==> config.mk <==
export PLATFORM = sky130hd
export DESIGN_NAME = rggen_bus_arbiter
export DESIGN_NICKNAME = d
export VERILOG_FILES = /design/src/rtl/rggen_bus_arbiter.sv
export SDC_FILE = /design/constraint.sdc
export NUM_CORES = 1
export LEC_CHECK = 0
export BUFFER_PORTS_ARGS = -buffer_cell sky130_fd_sc_hd__buf_4
export CAP_MARGIN = 25
export CORE_AREA = 3 3 83 85
export DETAILED_ROUTE_END_ITERATION = 16
export DIE_AREA = 0 0 86 88
export SYNTH_ARGS = -nofsm -noshare
export SYNTH_HDL_FRONTEND = slang
export SYNTH_SLANG_ARGS = --single-unit
==> constraint.sdc <==
create_clock -name i_clk -period 1.6 [get_ports i_clk]
set_input_delay 0.08 -clock i_clk [delete_from_list [all_inputs] [get_ports i_clk]]
set_output_delay 0.08 -clock i_clk [all_outputs]
set_load 0.01 [all_outputs]
==> src/rtl/rggen_bus_arbiter.sv <==
// Round-robin arbiter that forwards one of HOSTS register-bus requests to a single downstream bus.
// Optional watchdog: define RGGEN_BUS_ARBITER_TIMEOUT_EN to abort stalled transfers after TIMEOUT_CYCLES.
module rggen_bus_arbiter #(
  parameter int unsigned HOSTS          = 2,
  parameter int unsigned ADDRESS_WIDTH  = 8,
  parameter int unsigned BUS_WIDTH      = 32,
  parameter int unsigned TIMEOUT_CYCLES = 256
) (
  input  logic                           i_clk,
  input  logic                           i_rst_n,
  input  logic [HOSTS-1:0]               i_host_valid,
  input  logic [2*HOSTS-1:0]             i_host_access,
  input  logic [ADDRESS_WIDTH*HOSTS-1:0] i_host_address,
  input  logic [BUS_WIDTH*HOSTS-1:0]     i_host_write_data,
  input  logic [BUS_WIDTH/8*HOSTS-1:0]   i_host_strobe,
  output logic [HOSTS-1:0]               o_host_ready,
  output logic [1:0]                     o_host_status,
  output logic [BUS_WIDTH-1:0]           o_host_read_data,
  output logic [HOSTS-1:0]               o_grant,
  output logic                           o_bus_valid,
  output logic [1:0]                     o_bus_access,
  output logic [ADDRESS_WIDTH-1:0]       o_bus_address,
  output logic [BUS_WIDTH-1:0]           o_bus_write_data,
  output logic [BUS_WIDTH/8-1:0]         o_bus_strobe,
  input  logic                           i_bus_ready,
  input  logic [1:0]                     i_bus_status,
  input  logic [BUS_WIDTH-1:0]           i_bus_read_data
);

  localparam int unsigned IDX_W  = (HOSTS > 1) ? $clog2(HOSTS) : 1;
  localparam int unsigned STRB_W = BUS_WIDTH / 8;

  // Elaboration-time parameter sanity check
  if (HOSTS < 1 || HOSTS > 16 || (BUS_WIDTH % 8) != 0 || TIMEOUT_CYCLES < 2) begin : g_param_check
    $error("rggen_bus_arbiter: illegal parameter combination");
  end

  typedef enum logic {IDLE, BUSY} state_e;

  state_e             state_q, state_d;
  logic [IDX_W-1:0]   idx_q, idx_d;
  logic [IDX_W-1:0]   last_q, last_d;
  logic [HOSTS-1:0]   grant_q, grant_d;

  logic [IDX_W-1:0]   rr_idx;
  logic               rr_found;
  logic               granted_valid;
  logic               bus_valid_c;
  logic               done_c;
  logic               timeout_c;

  // Round robin: first valid host above last_q, else lowest valid host at or below it
  always_comb begin
    rr_found = 1'b0;
    rr_idx   = '0;
    for (int unsigned j = 0; j < HOSTS; j++) begin
      if (!rr_found && i_host_valid[j] && (IDX_W'(j) > last_q)) begin
        rr_found = 1'b1;
        rr_idx   = IDX_W'(j);
      end
    end
    for (int unsigned j = 0; j < HOSTS; j++) begin
      if (!rr_found && i_host_valid[j]) begin
        rr_found = 1'b1;
        rr_idx   = IDX_W'(j);
      end
    end
  end

  // Payload mux of the granted host; zero while idle
  always_comb begin
    granted_valid    = 1'b0;
    o_bus_access     = '0;
    o_bus_address    = '0;
    o_bus_write_data = '0;
    o_bus_strobe     = '0;
    if (state_q == BUSY) begin
      for (int unsigned j = 0; j < HOSTS; j++) begin
        if (idx_q == IDX_W'(j)) begin
          granted_valid    = i_host_valid[j];
          o_bus_access     = i_host_access[j*2+:2];
          o_bus_address    = i_host_address[j*ADDRESS_WIDTH+:ADDRESS_WIDTH];
          o_bus_write_data = i_host_write_data[j*BUS_WIDTH+:BUS_WIDTH];
          o_bus_strobe     = i_host_strobe[j*STRB_W+:STRB_W];
        end
      end
    end
  end

`ifdef RGGEN_BUS_ARBITER_TIMEOUT_EN
  localparam int unsigned CNT_W = $clog2(TIMEOUT_CYCLES);

  logic [CNT_W-1:0] cnt_q, cnt_d;

  // A real bus response on the limit cycle wins over the watchdog
  assign timeout_c = (state_q == BUSY) && granted_valid && !i_bus_ready &&
                     (cnt_q == CNT_W'(TIMEOUT_CYCLES - 1));

  always_comb begin
    cnt_d = cnt_q;
    if (state_q == IDLE) begin
      cnt_d = '0;
    end else if (!i_bus_ready) begin
      cnt_d = cnt_q + CNT_W'(1);
    end
  end

  always_ff @(posedge i_clk or negedge i_rst_n) begin
    if (!i_rst_n) begin
      cnt_q <= '0;
    end else begin
      cnt_q <= cnt_d;
    end
  end
`else
  assign timeout_c = 1'b0;
`endif

  assign bus_valid_c      = (state_q == BUSY) && granted_valid && !timeout_c;
  assign done_c           = bus_valid_c && i_bus_ready;
  assign o_bus_valid      = bus_valid_c;
  assign o_grant          = grant_q;
  assign o_host_ready     = (done_c || timeout_c) ? grant_q : '0;
  assign o_host_status    = done_c ? i_bus_status : (timeout_c ? 2'b10 : 2'b00);
  assign o_host_read_data = done_c ? i_bus_read_data : '0;

  // Next-state logic
  always_comb begin
    state_d = state_q;
    idx_d   = idx_q;
    last_d  = last_q;
    grant_d = grant_q;
    case (state_q)
      IDLE: begin
        if (rr_found) begin
          state_d = BUSY;
          idx_d   = rr_idx;
          grant_d = HOSTS'(1) << rr_idx;
        end
      end
      BUSY: begin
        if (done_c || timeout_c || !granted_valid) begin
          state_d = IDLE;
          last_d  = idx_q;
          grant_d = '0;
        end
      end
      default: begin
        state_d = IDLE;
        grant_d = '0;
      end
    endcase
  end

  always_ff @(posedge i_clk or negedge i_rst_n) begin
    if (!i_rst_n) begin
      state_q <= IDLE;
      idx_q   <= '0;
      last_q  <= IDX_W'(HOSTS - 1);
      grant_q <= '0;
    end else begin
      state_q <= state_d;
      idx_q   <= idx_d;
      last_q  <= last_d;
      grant_q <= grant_d;
    end
  end

endmodule

==> metrics.txt <==
# TYPE chip_impl_metric gauge
chip_impl_info{name="routed.top_layer",value="met4"} 1
chip_impl_metric{name="post_synthesis_register_bit_count",unit=""} 5
chip_impl_info{name="cts_tree",value="done"} 1
chip_impl_metric{name="number_of_port_buffers",unit=""} 215
chip_impl_metric{name="mapped_area",unit="mm2"} 0.001227
chip_impl_info{name="end_kind",value="output port"} 1
chip_impl_metric{name="final_max_slew_viol_count",unit=""} 0
chip_impl_metric{name="initial_utilization",unit=""} 0.1955
chip_impl_metric{name="core",unit="mm2"} 0.006277
chip_impl_metric{name="postSynthNetCount",unit=""} 305
chip_impl_info{name="run_status",value="complete, no violations"} 1
chip_impl_metric{name="avgSynthCellArea",unit="um2"} 7.054
chip_impl_info{name="clock_root_cell",value="clkbuf_8"} 1
chip_impl_metric{name="synthCells",unit=""} 174
chip_impl_metric{name="cp.arrival",unit="ns"} 1.52
chip_impl_info{name="min_path_type",value="in -> reg"} 1
chip_impl_metric{name="diodes",unit=""} 0
chip_impl_metric{name="finalSetupViolations",unit=""} 0
chip_impl_metric{name="ant_nets",unit=""} 0
chip_impl_info{name="timing.critical_path.mode_cell",value="buf_4"} 1
chip_impl_metric{name="critical_path_peak_fanout",unit=""} 4
chip_impl_metric{name="grtUsageTotal",unit=""} 0.1519
chip_impl_metric{name="min_period_over_period",unit=""} 0.9976
chip_impl_metric{name="area_growth",unit="%"} 150.7
chip_impl_metric{name="first_iter_violations",unit=""} 45
chip_impl_metric{name="post_synthesis_cell_type_count",unit=""} 22
chip_impl_metric{name="final_layout_size_suffix_gt1_frac",unit=""} 0.6120
chip_impl_metric{name="final_hold_viol_count",unit=""} 0
chip_impl_info{name="worst_setup_path_start_kind",value="register"} 1
chip_impl_metric{name="routed_length_on_met3",unit="um"} 518
chip_impl_metric{name="clk_transition_reported_paths",unit="ns"} 0.03
chip_impl_metric{name="power.leakage",unit="nW"} 1.827
chip_impl_metric{name="clock_skew",unit="ns"} 0.002326
chip_impl_metric{name="total_power",unit="mW"} 2.830
chip_impl_metric{name="synth_seq_area_share",unit=""} 0.1030
chip_impl_metric{name="drt-vias-per-instance",unit=""} 4.432
chip_impl_metric{name="cts-htree-levels",unit=""} 1
chip_impl_metric{name="timing.critical_path.required",unit="ns"} 1.52
chip_impl_metric{name="die-height",unit="um"} 88
chip_impl_metric{name="wl_met2",unit="mm"} 3.680
chip_impl_info{name="layout_commonest_cell",value="buf_4"} 1
chip_impl_info{name="timing.critical_path.slowest_stage_cell",value="dfrtp_2"} 1
chip_impl_info{name="timing_worst_setup_path_type",value="reg -> out"} 1
chip_impl_metric{name="p_per_area",unit="mW/mm2"} 919.8
chip_impl_metric{name="gr-total-overflow",unit=""} 0
chip_impl_metric{name="maxCapViolCount",unit=""} 0
chip_impl_metric{name="row_count",unit=""} 29
chip_impl_metric{name="final_nets",unit=""} 516
chip_impl_metric{name="post-place-ws",unit="ns"} 0.1892
chip_impl_metric{name="cts-buffers-inserted",unit=""} 3
chip_impl_metric{name="max-slew-margin-rel",unit=""} 0.7726
chip_impl_metric{name="wire_length_of_the_first_global_routing_pass",unit="mm"} 9.522
chip_impl_metric{name="die_w",unit="um"} 86
chip_impl_metric{name="floorplan.io_pins",unit=""} 216
chip_impl_metric{name="irDropWorstVdd",unit="mV"} 0.5690
chip_impl_metric{name="detailedRoute.firstPassIterationCount",unit=""} 6
chip_impl_info{name="path_cells",value="mux2i_4 -> nor2_4 -> buf_4 -> and3_1 -> buf_4"} 1
chip_impl_metric{name="vias",unit=""} 2043
chip_impl_metric{name="worst_pin_slew",unit="ns"} 0.3411
chip_impl_metric{name="clk_latency",unit="ns"} 0.22
chip_impl_info{name="setup_repair_after_global_routing_missed_its_margin",value="true"} 1
chip_impl_metric{name="vias_in_the_first_global_route",unit=""} 2031
chip_impl_metric{name="wl_per_cell",unit="um"} 14.07
chip_impl_metric{name="route.detailed.drc",unit=""} 0
chip_impl_metric{name="synth_warnings",unit=""} 0
chip_impl_metric{name="min_period",unit="ns"} 1.596
chip_impl_metric{name="critical_path.max_stage_delay",unit="ns"} 0.41
chip_impl_metric{name="wl_met1",unit="mm"} 2.259
chip_impl_metric{name="fill_cells",unit=""} 623
chip_impl_metric{name="layout.cell_area.non_filler",unit="mm2"} 0.003077
chip_impl_metric{name="ctsLongestPathBuffers",unit=""} 2
chip_impl_metric{name="gp_congestion",unit=""} 0.8219
chip_impl_metric{name="maximum_number_of_pins_on_one_net_before_global_route_repair",unit=""} 51
chip_impl_metric{name="initial_antenna_violation_count",unit=""} 0
chip_impl_metric{name="wl",unit="mm"} 6.485
chip_impl_metric{name="timing.fmax",unit="GHz"} 0.6265
chip_impl_metric{name="cts_sinks",unit=""} 5
chip_impl_metric{name="final_critical_path_setup_slack",unit="ns"} 0.003774
chip_impl_metric{name="dpl.hpwl",unit="mm"} 5.253
chip_impl_metric{name="design.die.area",unit="mm2"} 0.007568
chip_impl_metric{name="dpl_cell_area",unit="mm2"} 0.002899
chip_impl_info{name="layout_common_cells",value="buf_4 (206), nor2_1 (47), mux2i_1 (46)"} 1
chip_impl_metric{name="finalCoreUtilization",unit=""} 0.4901
## synthesized netlist by cell type
cell / n / area share
clkbuf_1: 6 / 0.018
a22oi_1: 1 / 0.0061
a21o_1: 1 / 0.0061
o2bb2ai_1: 1 / 0.0071
nand3_1: 1 / 0.0041
nor3_1: 1 / 0.0041
mux2i_4: 1 / 0.018
nor2b_1: 1 / 0.0051
o21bai_1: 1 / 0.0061
nor2_1: 47 / 0.14
nand2_1: 4 / 0.012
inv_1: 2 / 0.0061
o21ai_0: 4 / 0.016
and3_1: 36 / 0.18
dfstp_2: 1 / 0.021
a21oi_1: 2 / 0.0082
dfrtp_1: 4 / 0.082
buf_4: 2 / 0.012
a22o_1: 1 / 0.0071
nor2_8: 1 / 0.016
buf_2: 10 / 0.041
mux2i_1: 46 / 0.38
## power by group
group	switching, mW	total [mW]	internal, mW	leakage (nW)
Clock	0.0621	0.233	0.171	0.0228
Sequential	0.0599	0.244	0.184	0.0577
Combinational	1.09	2.35	1.26	1.75
Total	1.21	2.83	1.62	1.83
## per-layer routing
layer  GRT usage  vias up
met3     0.04139        4
met5           0        -
li1            -     1026
met2      0.2887       94
met1      0.1748      919
met4     0.01439        0
## path summary, 6_finish.rpt
path | cells after the start | endpoint | slack, ns | start
min in group asynchronous | 2 | o_grant[1] | 0.20 | i_rst_n
setup reg to reg | 4 | o_grant[0] | 0.23 | state_q
hold / removal | 3 | idx_q | 0.15 | i_host_valid[1]
hold reg to reg | 1 | last_q | 0.52 | last_q
max in group asynchronous | 2 | last_q | 1.20 | i_rst_n
setup / recovery | 5 | o_host_read_data[30] | 0.004 | idx_q
## state kept, by name, indices dropped and copies added (netlist names)
name     cells
state_q      1
idx_q        1
last_q       1
o_grant      2
## final cells by class
class / instances / area, um2 / area share
clock buffers: 4 / 45.04 / 0.01464
flip-flops and latches: 5 / 128.9 / 0.04189
well taps: 77 / 96.34 / 0.03131
inverters: 2 / 11.26 / 0.003660
repair buffers: 223 / 1763 / 0.5730
multi-input cells: 150 / 1032 / 0.3355
## cells by family after synthesis
| family | synth area share |
|---|---|
| buffers and inverters | 0.07747 |
| DFF | 0.1030 |
| AOI/OAI and AO/OA | 0.05710 |
| and+or+nand+nor | 0.3690 |
| muxes | 0.3935 |
## critical path, delay by kind of cell, from the launching register on
family | cells | cell delay (ns)
flip-flops | 1 | 0.41
multiplexers | 1 | 0.37
buffers and inverters | 2 | 0.29
AND/OR/NAND/NOR | 2 | 0.24
## through the flow
step / setup TNS [ns] / cells / hold slack, ns
2_1_floorplan: 0 / 174 / -0.2156
3_3_place_gp: 0 / 451 / -0.1136
3_5_place_dp: 0 / 451 / -0.1132
4_1_cts: -0.1266 / 460 / 0.1522
5_1_grt: -1.777 / 461 / 0.1778
6_report: 0 / 461 / 0.1549
## repair_timing
action / 4_1_cts / 5_1_grt
setup buffers: 3 / 1
endpoints found under the setup margin: 36 / 38
hold buffers: 1 / 0
gates cloned: 1 / 0
pin swaps: 2 / 2
gates resized for setup: 15 / 3
endpoints found under the hold margin: 5 / 0
(Power assumes the default switching activity.)
